**config.mk**
```make
export PLATFORM = sky130hd
export DESIGN_NAME = pe_array_run_controller
export DESIGN_NICKNAME = d
export VERILOG_FILES = /design/src/rtl/pe_array_run_controller.sv
export SDC_FILE = /design/constraint.sdc
export NUM_CORES = 1
export LEC_CHECK = 0
export ABC_AREA = 1
export BUFFER_PORTS_ARGS = -buffer_cell sky130_fd_sc_hd__clkbuf_2
export CAP_MARGIN = 20
export CORE_MARGIN = 4
export CORE_UTILIZATION = 43
export DETAILED_ROUTE_END_ITERATION = 8
export PLACE_DENSITY = 0.7
export SLEW_MARGIN = 20
export SYNTH_ARGS = -nofsm -noshare
export SYNTH_HDL_FRONTEND = slang
export SYNTH_SLANG_ARGS = --single-unit
```
**constraint.sdc**
```tcl
create_clock -name clock -period 7.16 [get_ports clock]
set_input_delay 0.358 -clock clock [delete_from_list [all_inputs] [get_ports clock]]
set_output_delay 0.358 -clock clock [all_outputs]
set_load 0.1 [all_outputs]
```
**src/rtl/pe_array_run_controller.sv**
```systemverilog
// Run controller for a PE array: sequences PE reset, enables execution, and
// reports normal completion (halted + quiescent for a hold window) or timeout.
module pe_array_run_controller #(
    parameter int NUM_PES       = 16,
    parameter int RESET_CYCLES  = 4,
    parameter int QUIESCE_HOLD  = 2,
    parameter int COUNTER_WIDTH = 32
) (
    input  logic                     clock,
    input  logic                     reset,
    input  logic                     start,
    input  logic                     abort,
    input  logic [NUM_PES-1:0]       execute_mask,
    input  logic [COUNTER_WIDTH-1:0] timeout_limit,
    input  logic [NUM_PES-1:0]       pe_halted,
    input  logic [NUM_PES-1:0]       pe_channels_quiescent,
    output logic                     pe_reset,
    output logic                     pe_enable,
    output logic [NUM_PES-1:0]       pe_execute,
    output logic                     busy,
    output logic                     done,
    output logic                     timed_out,
    output logic                     start_error,
    output logic [COUNTER_WIDTH-1:0] cycle_count
);
    localparam int RC_W = $clog2(RESET_CYCLES + 1);
    localparam int QH_W = $clog2(QUIESCE_HOLD + 1);

    typedef enum logic [2:0] {
        ST_IDLE,
        ST_RESET,
        ST_RUN,
        ST_DRAIN,
        ST_DONE,
        ST_TIMEOUT
    } state_t;

    state_t                   state_q, state_d;
    logic [RC_W-1:0]          rst_cnt_q, rst_cnt_d;
    logic [QH_W-1:0]          hold_q, hold_d, hold_n;
    logic [NUM_PES-1:0]       mask_q, mask_d;
    logic [COUNTER_WIDTH-1:0] limit_q, limit_d;
    logic [COUNTER_WIDTH-1:0] count_q, count_d, count_inc;
    logic                     done_q, done_d;
    logic                     timed_out_q, timed_out_d;
    logic                     start_error_q, start_error_d;
    logic                     pe_reset_q, pe_enable_q, busy_q;
    logic [NUM_PES-1:0]       pe_execute_q;
    logic                     term, hit_limit, run_d, busy_d;

    function automatic logic [COUNTER_WIDTH-1:0] sat_inc(input logic [COUNTER_WIDTH-1:0] v);
        return (&v) ? v : v + COUNTER_WIDTH'(1);
    endfunction

    // Unmasked PEs may stay un-halted, but every PE's channels must be quiet.
    always_comb begin
        term      = (&(pe_halted | ~mask_q)) & (&pe_channels_quiescent);
        count_inc = sat_inc(count_q);
        hit_limit = (limit_q != '0) && (count_inc == limit_q);
    end

    always_comb begin
        state_d       = state_q;
        rst_cnt_d     = rst_cnt_q;
        hold_d        = hold_q;
        hold_n        = '0;
        mask_d        = mask_q;
        limit_d       = limit_q;
        count_d       = count_q;
        done_d        = done_q;
        timed_out_d   = timed_out_q;
        start_error_d = 1'b0;
        case (state_q)
            ST_IDLE, ST_DONE, ST_TIMEOUT: begin
                if (start && !abort) begin
                    if (|execute_mask) begin
                        state_d     = ST_RESET;
                        mask_d      = execute_mask;
                        limit_d     = timeout_limit;
                        count_d     = '0;
                        done_d      = 1'b0;
                        timed_out_d = 1'b0;
                        rst_cnt_d   = '0;
                        hold_d      = '0;
                    end else begin
                        start_error_d = 1'b1;
                    end
                end
            end
            ST_RESET: begin
                if (abort) begin
                    state_d = ST_IDLE;
                end else if (rst_cnt_q == RC_W'(RESET_CYCLES - 1)) begin
                    state_d = ST_RUN;
                end else begin
                    rst_cnt_d = rst_cnt_q + RC_W'(1);
                end
            end
            ST_RUN, ST_DRAIN: begin
                // The aborted cycle itself still counts as a run cycle.
                count_d = count_inc;
                if (abort) begin
                    state_d     = ST_IDLE;
                    hold_d      = '0;
                    done_d      = 1'b0;
                    timed_out_d = 1'b0;
                end else if (term) begin
                    hold_n = (state_q == ST_RUN) ? QH_W'(1) : hold_q + QH_W'(1);
                    if (hold_n >= QH_W'(QUIESCE_HOLD)) begin
                        state_d = ST_DONE;
                        done_d  = 1'b1;
                        hold_d  = '0;
                    end else if (hit_limit) begin
                        state_d     = ST_TIMEOUT;
                        timed_out_d = 1'b1;
                        hold_d      = '0;
                    end else begin
                        state_d = ST_DRAIN;
                        hold_d  = hold_n;
                    end
                end else begin
                    hold_d = '0;
                    if (hit_limit) begin
                        state_d     = ST_TIMEOUT;
                        timed_out_d = 1'b1;
                    end else begin
                        state_d = ST_RUN;
                    end
                end
            end
            default: state_d = ST_IDLE;
        endcase
        run_d  = (state_d == ST_RUN) || (state_d == ST_DRAIN);
        busy_d = run_d || (state_d == ST_RESET);
    end

    always_ff @(posedge clock) begin
        if (reset) begin
            state_q       <= ST_IDLE;
            rst_cnt_q     <= '0;
            hold_q        <= '0;
            count_q       <= '0;
            done_q        <= 1'b0;
            timed_out_q   <= 1'b0;
            start_error_q <= 1'b0;
            pe_reset_q    <= 1'b1;
            pe_enable_q   <= 1'b0;
            pe_execute_q  <= '0;
            busy_q        <= 1'b0;
        end else begin
            state_q       <= state_d;
            rst_cnt_q     <= rst_cnt_d;
            hold_q        <= hold_d;
            count_q       <= count_d;
            done_q        <= done_d;
            timed_out_q   <= timed_out_d;
            start_error_q <= start_error_d;
            pe_reset_q    <= (state_d == ST_RESET);
            pe_enable_q   <= run_d;
            pe_execute_q  <= run_d ? mask_d : '0;
            busy_q        <= busy_d;
        end
    end

    always_ff @(posedge clock) begin
        mask_q  <= mask_d;
        limit_q <= limit_d;
    end

    assign pe_reset    = pe_reset_q;
    assign pe_enable   = pe_enable_q;
    assign pe_execute  = pe_execute_q;
    assign busy        = busy_q;
    assign done        = done_q;
    assign timed_out   = timed_out_q;
    assign start_error = start_error_q;
    assign cycle_count = count_q;

endmodule

```
==> impl_metrics.csv, run 1 <==
group,metric,value,unit
floorplanning,chipWidth,127,um
worst_setup_path,start_kind,"register",
worst_setup_path,r2r_cells,20,
sta,max_freq,309,MHz
worst_setup_path,slowest_stage,"dfxtp_1",
clocking,clkLatencyLatePin,360,ps
layout,nets,1134,
sta,timing.slew.headroom,0.421,
detailed_routing,first_pass_iters,6,
clocking,cts_buffers,9,
clocking,post_cts_buffers,0,
logic_synthesis,ys_ff_latch,110,
logic_synthesis,synth_top_family_by_area,"simple AND/OR/NAND/NOR gates",
logic_synthesis,netlist_instances,917,
detailed_routing,postRouteAntennaNets,0,
clocking,postCtsHoldBufs,0,
clocking,cts_tree,"yes",
logic_synthesis,synth-adder-area-share,0.00618,
floorplanning,initial_utilization,0.438,
logic_synthesis,ys_seq_area_frac,0.415,
logic_synthesis,post-synth-top-area-cell,"dfxtp_1",
logic_synthesis,synth_top_area_frac,0.257,
worst_setup_path,timing.critical_path.cells,"ha_1 -> inv_2 -> nor2_4 -> nand2_4 -> nor2_8 -> nand2_4 -> nand2_1 -> nand2_1 -> nand2_1 -> nand2_1 -> nor2_1 -> nand2_1 -> nor2_1 -> nand2_1 -> nor2_2 -> nand2_1 -> nand2_1 -> nand2_2 -> nand2_4 -> nor2_1",
detailed_routing,wl_per_cell,15.0,um
sta,worst_clock_skew,11.5,ps
logic_synthesis,synth_edf_count,32,
worst_setup_path,critPathMostFrequentCell,"nand2_1",
logic_synthesis,syn_area_per_cell,6.63,um2
placed_design,io_buffers,137,
logic_synthesis,syn-cell-area,6080,um2
pwr,powerDensity,180,nW/um2
sta,period_needed,3240,ps
placed_design,place_congestion,0.985,
clocking,clk_transition_reported_paths,80,ps
sta,fin_ws,3920,ps
logic_synthesis,ys.warnings.count,0,
worst_setup_path,crit_path_end_kind,"register",
layout,drive_gt1_frac,0.173,
logic_synthesis,synth_most_common_cell,"nand2_1",
sta,setup_viol,0,
pwr,leakage,3.46,nW
floorplanning,core.rowCount,43,
layout,diodes,0,
placed_design,dp_worst_setup_slack,3930,ps
run_status,status,"completed",
logic_synthesis,synth_common_cells,"nand2_1 (330), inv_1 (116), nor2_1 (109)",
layout,area_growth,18.6,%
clocking,clock-sinks,110,
placed_design,placed_area,6900,um2
worst_setup_path,cp.arrival,3480,ps
worst_setup_path,crit_cells,20,
worst_setup_path,cp_top_family,"simple AND/OR/NAND/NOR gates",
clocking,cts_resized,0,
logic_synthesis,synth_cell_types,37,
global_routing,grt_pass1_vias,5745,
layout,fin_area,7210,um2
global_routing,antenna_found_initial,0,
detailed_routing,drt-total-wl,18.5,mm
detailed_routing,via_count,6236,
worst_setup_path,max_stage_delay,530,ps
clocking,htreeDepth,3,
sta,worst_hold_slack,170,ps
logic_synthesis,synth_xor_area_frac,0.0159,
clocking,cts_root_buf,"clkbuf_16",
floorplanning,die_h,127,um
worst_hold_path,hp-class,"input port to register",
detailed_routing,drc,0,
floorplanning,coreArea,13900,um2
placed_design,dp_hpwl,14.7,mm
global_routing,grt_max_degree,60,
clocking,cts_buffer_depth,2,
run,maxCapViolCount,0,
global_routing,grt_first_pass_wirelength,29.5,mm
global_routing,overflow,0,
logic_synthesis,synth_compound_gate_area_share,0.0725,
worst_setup_path,cp_num_buf_inv,1,
floorplanning,ioPinCount,138,
worst_setup_path,cp.required,7400,ps
sta,hold_violations,0,
logic_synthesis,synth_mux_area_frac,0,
logic_synthesis,synth_ff_type,"dfxtp_1",
logic_synthesis,syn_nets,1004,
pwr,vdd_drop_max,0.157,mV
detailed_routing,via_per_inst,5.06,
logic_synthesis,async_flop_share,0,
worst_hold_path,hold_depth,1,
sta,grt_setup_unrepaired,"false",
worst_setup_path,critPathKind,"register to register",
sta,post-route-period-util,0.452,
sta,setup_tns,0,ps
logic_synthesis,synth-simple-area-share,0.397,
sta,worstMarginPinSlew,868,ps
layout,utilization,0.520,
worst_setup_path,cp_max_fo,59,
global_routing,grt_use_total,0.232,
sta,slew_viol_final,0,
detailed_routing,drt_iter0_drc,528,
layout,fill_cells,1387,
logic_synthesis,synth.area.top_cells,"dfxtp_1 (26%), nand2_1 (20%), edfxtp_1 (16%)",
floorplanning,die-area,16100,um2
==> sequential cells by signal (all words and copies together) (netlist names) <==
name and cells:
limit_q 32, timed_out 1, state_q 3, done 1, pe_enable 1, start_error 1
busy 1, hold_q 2, pe_execute 16, rst_cnt_q 3, pe_reset 1, cycle_count 32
mask_q 16
==> worst reg2reg max path, cell delays in order, from the launching register on <==
cell	delay (ps)
dfxtp_1	530
ha_1	330
inv_2	80
nor2_4	170
nand2_4	100
nor2_8	160
nand2_4	330
nand2_1	230
nand2_1	70
nand2_1	50
nand2_1	40
nor2_1	120
nand2_1	70
nor2_1	90
nand2_1	70
nor2_2	150
nand2_1	80
nand2_1	70
nand2_2	60
nand2_4	230
nor2_1	80
==> cells in the final DEF, fill, tap and decap left out, types with 2 or more instances in the layout <==
cell type	count
nor4_1	6
clkbuf_2	137
dfxtp_1	78
xor2_1	5
nor2_2	9
or2_2	2
inv_8	2
buf_4	2
nand3b_1	3
nand3_1	73
clkinv_4	2
o22ai_1	8
inv_1	116
clkbuf_16	10
o21ai_0	22
edfxtp_1	32
nand2_2	5
nand4_1	16
inv_2	4
xnor2_1	6
ha_1	3
a21oi_1	43
nand2_4	3
and2_1	2
nor3_1	9
nor2_4	2
nor2_1	107
o21bai_1	3
nand2_1	330
==> cell type report <==
class	count	area, um2	share of cell area
multi-input combinational	666	3000	0.416
tap	180	225	0.0312
clock inverter	5	48.8	0.00677
clock buffer	11	254	0.0352
timing repair buffer	140	712	0.0987
inverter	120	450	0.0625
sequential	110	2520	0.350
==> layer usage <==
layer	vias to the layer above	GRT usage	share of wire
met5	-	0	0
met4	0	0.109	0.035
met3	38	0.0379	0.081
met2	258	0.347	0.43
met1	2761	0.328	0.46
li1	3179	-	-
==> path summary, 6_finish.rpt <==
path | from | endpoint | slack [ps]
min | timeout_limit[21] | limit_q[21]$_DFFE_PP_ | 170
min reg2reg | rst_cnt_q[1]$_SDFFE_PP0P_ | rst_cnt_q[1]$_SDFFE_PP0P_ | 480
max | cycle_count[0]$_SDFFE_PP0P_ | pe_execute[3]$_SDFF_PP0_ | 3920
max reg2reg | cycle_count[0]$_SDFFE_PP0P_ | pe_execute[3]$_SDFF_PP0_ | 3920
==> through the flow <==
step / std cells / total power [mW]
global placement: 1215 / 0.807
floorplan: 917 / 0.760
finish: 1232 / 1.30
detailed placement: 1215 / 0.808
CTS: 1231 / 1.31
global route: 1232 / 1.35
==> where the power goes <==
| group | internal, mW | leakage [nW] | switching [mW] |
|---|---|---|---|
| registers | 0.666 | 0.933 | 0.0120 |
| logic | 0.0439 | 2.38 | 0.0726 |
| clock network | 0.265 | 0.149 | 0.241 |
| total | 0.975 | 3.46 | 0.325 |
==> logic make-up after synthesis <==
kind of cell             after synthesis
AO/OA/AOI/OAI                         81
XOR/XNOR                              11
AND/OR/NAND/NOR                      571
flip-flops                           110
adder cells (fa/ha/maj)                3
buffers and inverters                141
No activity file was read; power rests on OpenSTA's default activity.
==> run 2: changes to the inputs <==
--- a/config.mk
+++ b/config.mk
@@ -11,7 +11,7 @@
 export CORE_MARGIN = 4
 export CORE_UTILIZATION = 43
 export DETAILED_ROUTE_END_ITERATION = 8
-export PLACE_DENSITY = 0.7
+export PLACE_DENSITY = 0.72
 export SLEW_MARGIN = 20
 export SYNTH_ARGS = -nofsm -noshare
 export SYNTH_HDL_FRONTEND = slang
==> constraint.sdc (replaced) <==
create_clock -name clock -period 2.86 [get_ports clock]
set_input_delay 0.143 -clock clock [delete_from_list [all_inputs] [get_ports clock]]
set_output_delay 0.143 -clock clock [all_outputs]
set_load 0.1 [all_outputs]
==> run 2 against run 1 <==
  * Critical path type unchanged
  * Flip-flop and latch count unchanged
  * Global-route usage grew 3.0 points
  * Via count grew 6.3%
  * Register-to-register slack worse by 3700 ps
  * Final area rose by 9.5%
==> impl_metrics.csv, run 2 (synthesis results as in run 1) <==
group,metric,value,unit
floorplanning,die-area,16100,um2
global_routing,antenna_found_initial,0,
clocking,htreeDepth,3,
clocking,cts_tree,"yes",
worst_setup_path,critPathKind,"register to register",
sta,fin_ws,210,ps
detailed_routing,via_count,6630,
global_routing,grt_first_pass_wirelength,32.8,mm
floorplanning,chipWidth,127,um
sta,setup_tns,0,ps
layout,fill_cells,1359,
sta,post-route-period-util,0.927,
placed_design,placed_area,7190,um2
worst_setup_path,crit_path_end_kind,"register",
layout,area_growth,30.0,%
detailed_routing,first_pass_iters,6,
floorplanning,core.rowCount,43,
global_routing,grt_max_degree,37,
worst_setup_path,r2r-end,"busy$_SDFF_PP0_",
detailed_routing,wl_per_cell,16.1,um
detailed_routing,drc,0,
worst_setup_path,cp_max_fo,10,
sta,worstMarginPinSlew,570,ps
sta,setup_viol,0,
layout,nets,1198,
worst_setup_path,reg2reg_from,"cycle_count[1]$_SDFFE_PP0P_",
layout,final_cell_mix,"nand2_1 (328), clkbuf_2 (137), inv_1 (116), nor2_1 (102), nand3_1 (72)",
floorplanning,coreArea,13900,um2
sta,max_freq,377,MHz
worst_setup_path,r2r_cells,19,
clocking,clk_transition_reported_paths,80,ps
clocking,clkLatencyLatePin,360,ps
floorplanning,ioPinCount,138,
placed_design,place_congestion,0.981,
sta,worst_hold_slack,45.1,ps
detailed_routing,via_per_inst,5.12,
global_routing,grt_use_total,0.262,
worst_hold_path,hold_depth,3,
clocking,cts_buffers,9,
worst_setup_path,cp.required,3120,ps
worst_setup_path,r2r_slack,210,ps
worst_hold_path,min_to,"mask_q[15]$_DFF_P_",
pwr,leakage,3.76,nW
placed_design,io_buffers,137,
layout,drive_gt1_frac,0.228,
pwr,powerDensity,420,nW/um2
worst_hold_path,hp-class,"input port to register",
clocking,cts_buffer_depth,2,
pwr,vdd_drop_max,0.344,mV
run,maxCapViolCount,0,
placed_design,dp_hpwl,16.2,mm
layout,fin_area,7900,um2
layout,diodes,0,
worst_setup_path,cp.arrival,2910,ps
global_routing,grt_pass1_vias,6345,
detailed_routing,drt-total-wl,20.8,mm
floorplanning,initial_utilization,0.438,
run_status,status,"completed",
floorplanning,die_h,127,um
placed_design,dp_worst_setup_slack,51.7,ps
worst_setup_path,start_kind,"register",
sta,slew_viol_final,0,
sta,worst_clock_skew,7.09,ps
clocking,cts_root_buf,"clkbuf_16",
sta,hold_violations,0,
clocking,clock-sinks,110,
sta,grt_setup_unrepaired,"false",
detailed_routing,postRouteAntennaNets,0,
layout,final_common_cell,"nand2_1",
sta,timing.slew.headroom,0.622,
sta,period_needed,2650,ps
worst_hold_path,worstHoldStart,"execute_mask[15]",
detailed_routing,drt_iter0_drc,700,
global_routing,overflow,0,
run 2: area by class of cell:
| class | instances | area (um2) | share of cell area |
|---|---|---|---|
| timing repair buffer | 203 | 1290 | 0.163 |
| inverter | 120 | 450 | 0.0570 |
| sequential | 110 | 2560 | 0.325 |
| clock inverter | 7 | 76.3 | 0.00966 |
| multi-input combinational | 667 | 3070 | 0.389 |
| tap | 180 | 225 | 0.0285 |
| clock buffer | 9 | 225 | 0.0285 |
run 2: worst max path at each step:
stage / start / end / slack [ps] / cells after the start
floorplan: cycle_count[0]$_SDFFE_PP0P_ / pe_execute[10]$_SDFF_PP0_ / 20 / 19
global placement: cycle_count[0]$_SDFFE_PP0P_ / pe_execute[0]$_SDFF_PP0_ / 80 / 17
detailed placement: cycle_count[0]$_SDFFE_PP0P_ / pe_execute[4]$_SDFF_PP0_ / 50 / 17
CTS: cycle_count[0]$_SDFFE_PP0P_ / busy$_SDFF_PP0_ / 2 / 17
global route: cycle_count[1]$_SDFFE_PP0P_ / pe_execute[3]$_SDFF_PP0_ / 4 / 17
finish: cycle_count[1]$_SDFFE_PP0P_ / busy$_SDFF_PP0_ / 210 / 19
run 2: routing by layer:
layer | up-vias | global-route usage | share of wire
met5 | - | 0 | 0
met4 | 0 | 0.0934 | 0.032
met3 | 41 | 0.0535 | 0.083
met2 | 309 | 0.420 | 0.46
met1 | 2981 | 0.351 | 0.42
li1 | 3299 | - | -
run 2: power by group:
part	switching (mW)	total [mW]	internal, mW	leakage, nW
registers	0.0307	1.70	1.67	0.949
clock network	0.656	1.28	0.622	0.148
logic	0.197	0.339	0.141	2.67
run 2: stage by stage:
| stage | util | instances | total power [mW] |
|---|---|---|---|
| floorplan | - | 917 | 1.90 |
| global placement | 0.518 | 1246 | 2.03 |
| detailed placement | 0.518 | 1246 | 2.03 |
| CTS | 0.563 | 1294 | 3.33 |
| global route | 0.569 | 1296 | 3.45 |
| finish | 0.569 | 1296 | 3.31 |
run 2: critical path, cell delays in order, from the launching register on:
cell and delay, ps:
dfxtp_4 390, ha_1 190, inv_2 60, nor2_4 150, nand2_4 100, nor2_8 150
buf_4 160, nand3b_1 140, nand3_1 110, nand2_1 50, nor2_1 120, nand2_1 70
nor2_1 110, nand2_1 80, nor2_2 140, nand2_1 90, nand2_1 80, nand2_2 150
nand2_8 150, nand2_2 60
run 2: repair_timing:
item | in CTS | in global routing
gates resized for setup | 0 | 14
buffers inserted | 0 | 1
hold buffers | 32 | 0
setup endpoints to repair | 0 | 21
endpoints found under the hold margin | 32 | 0
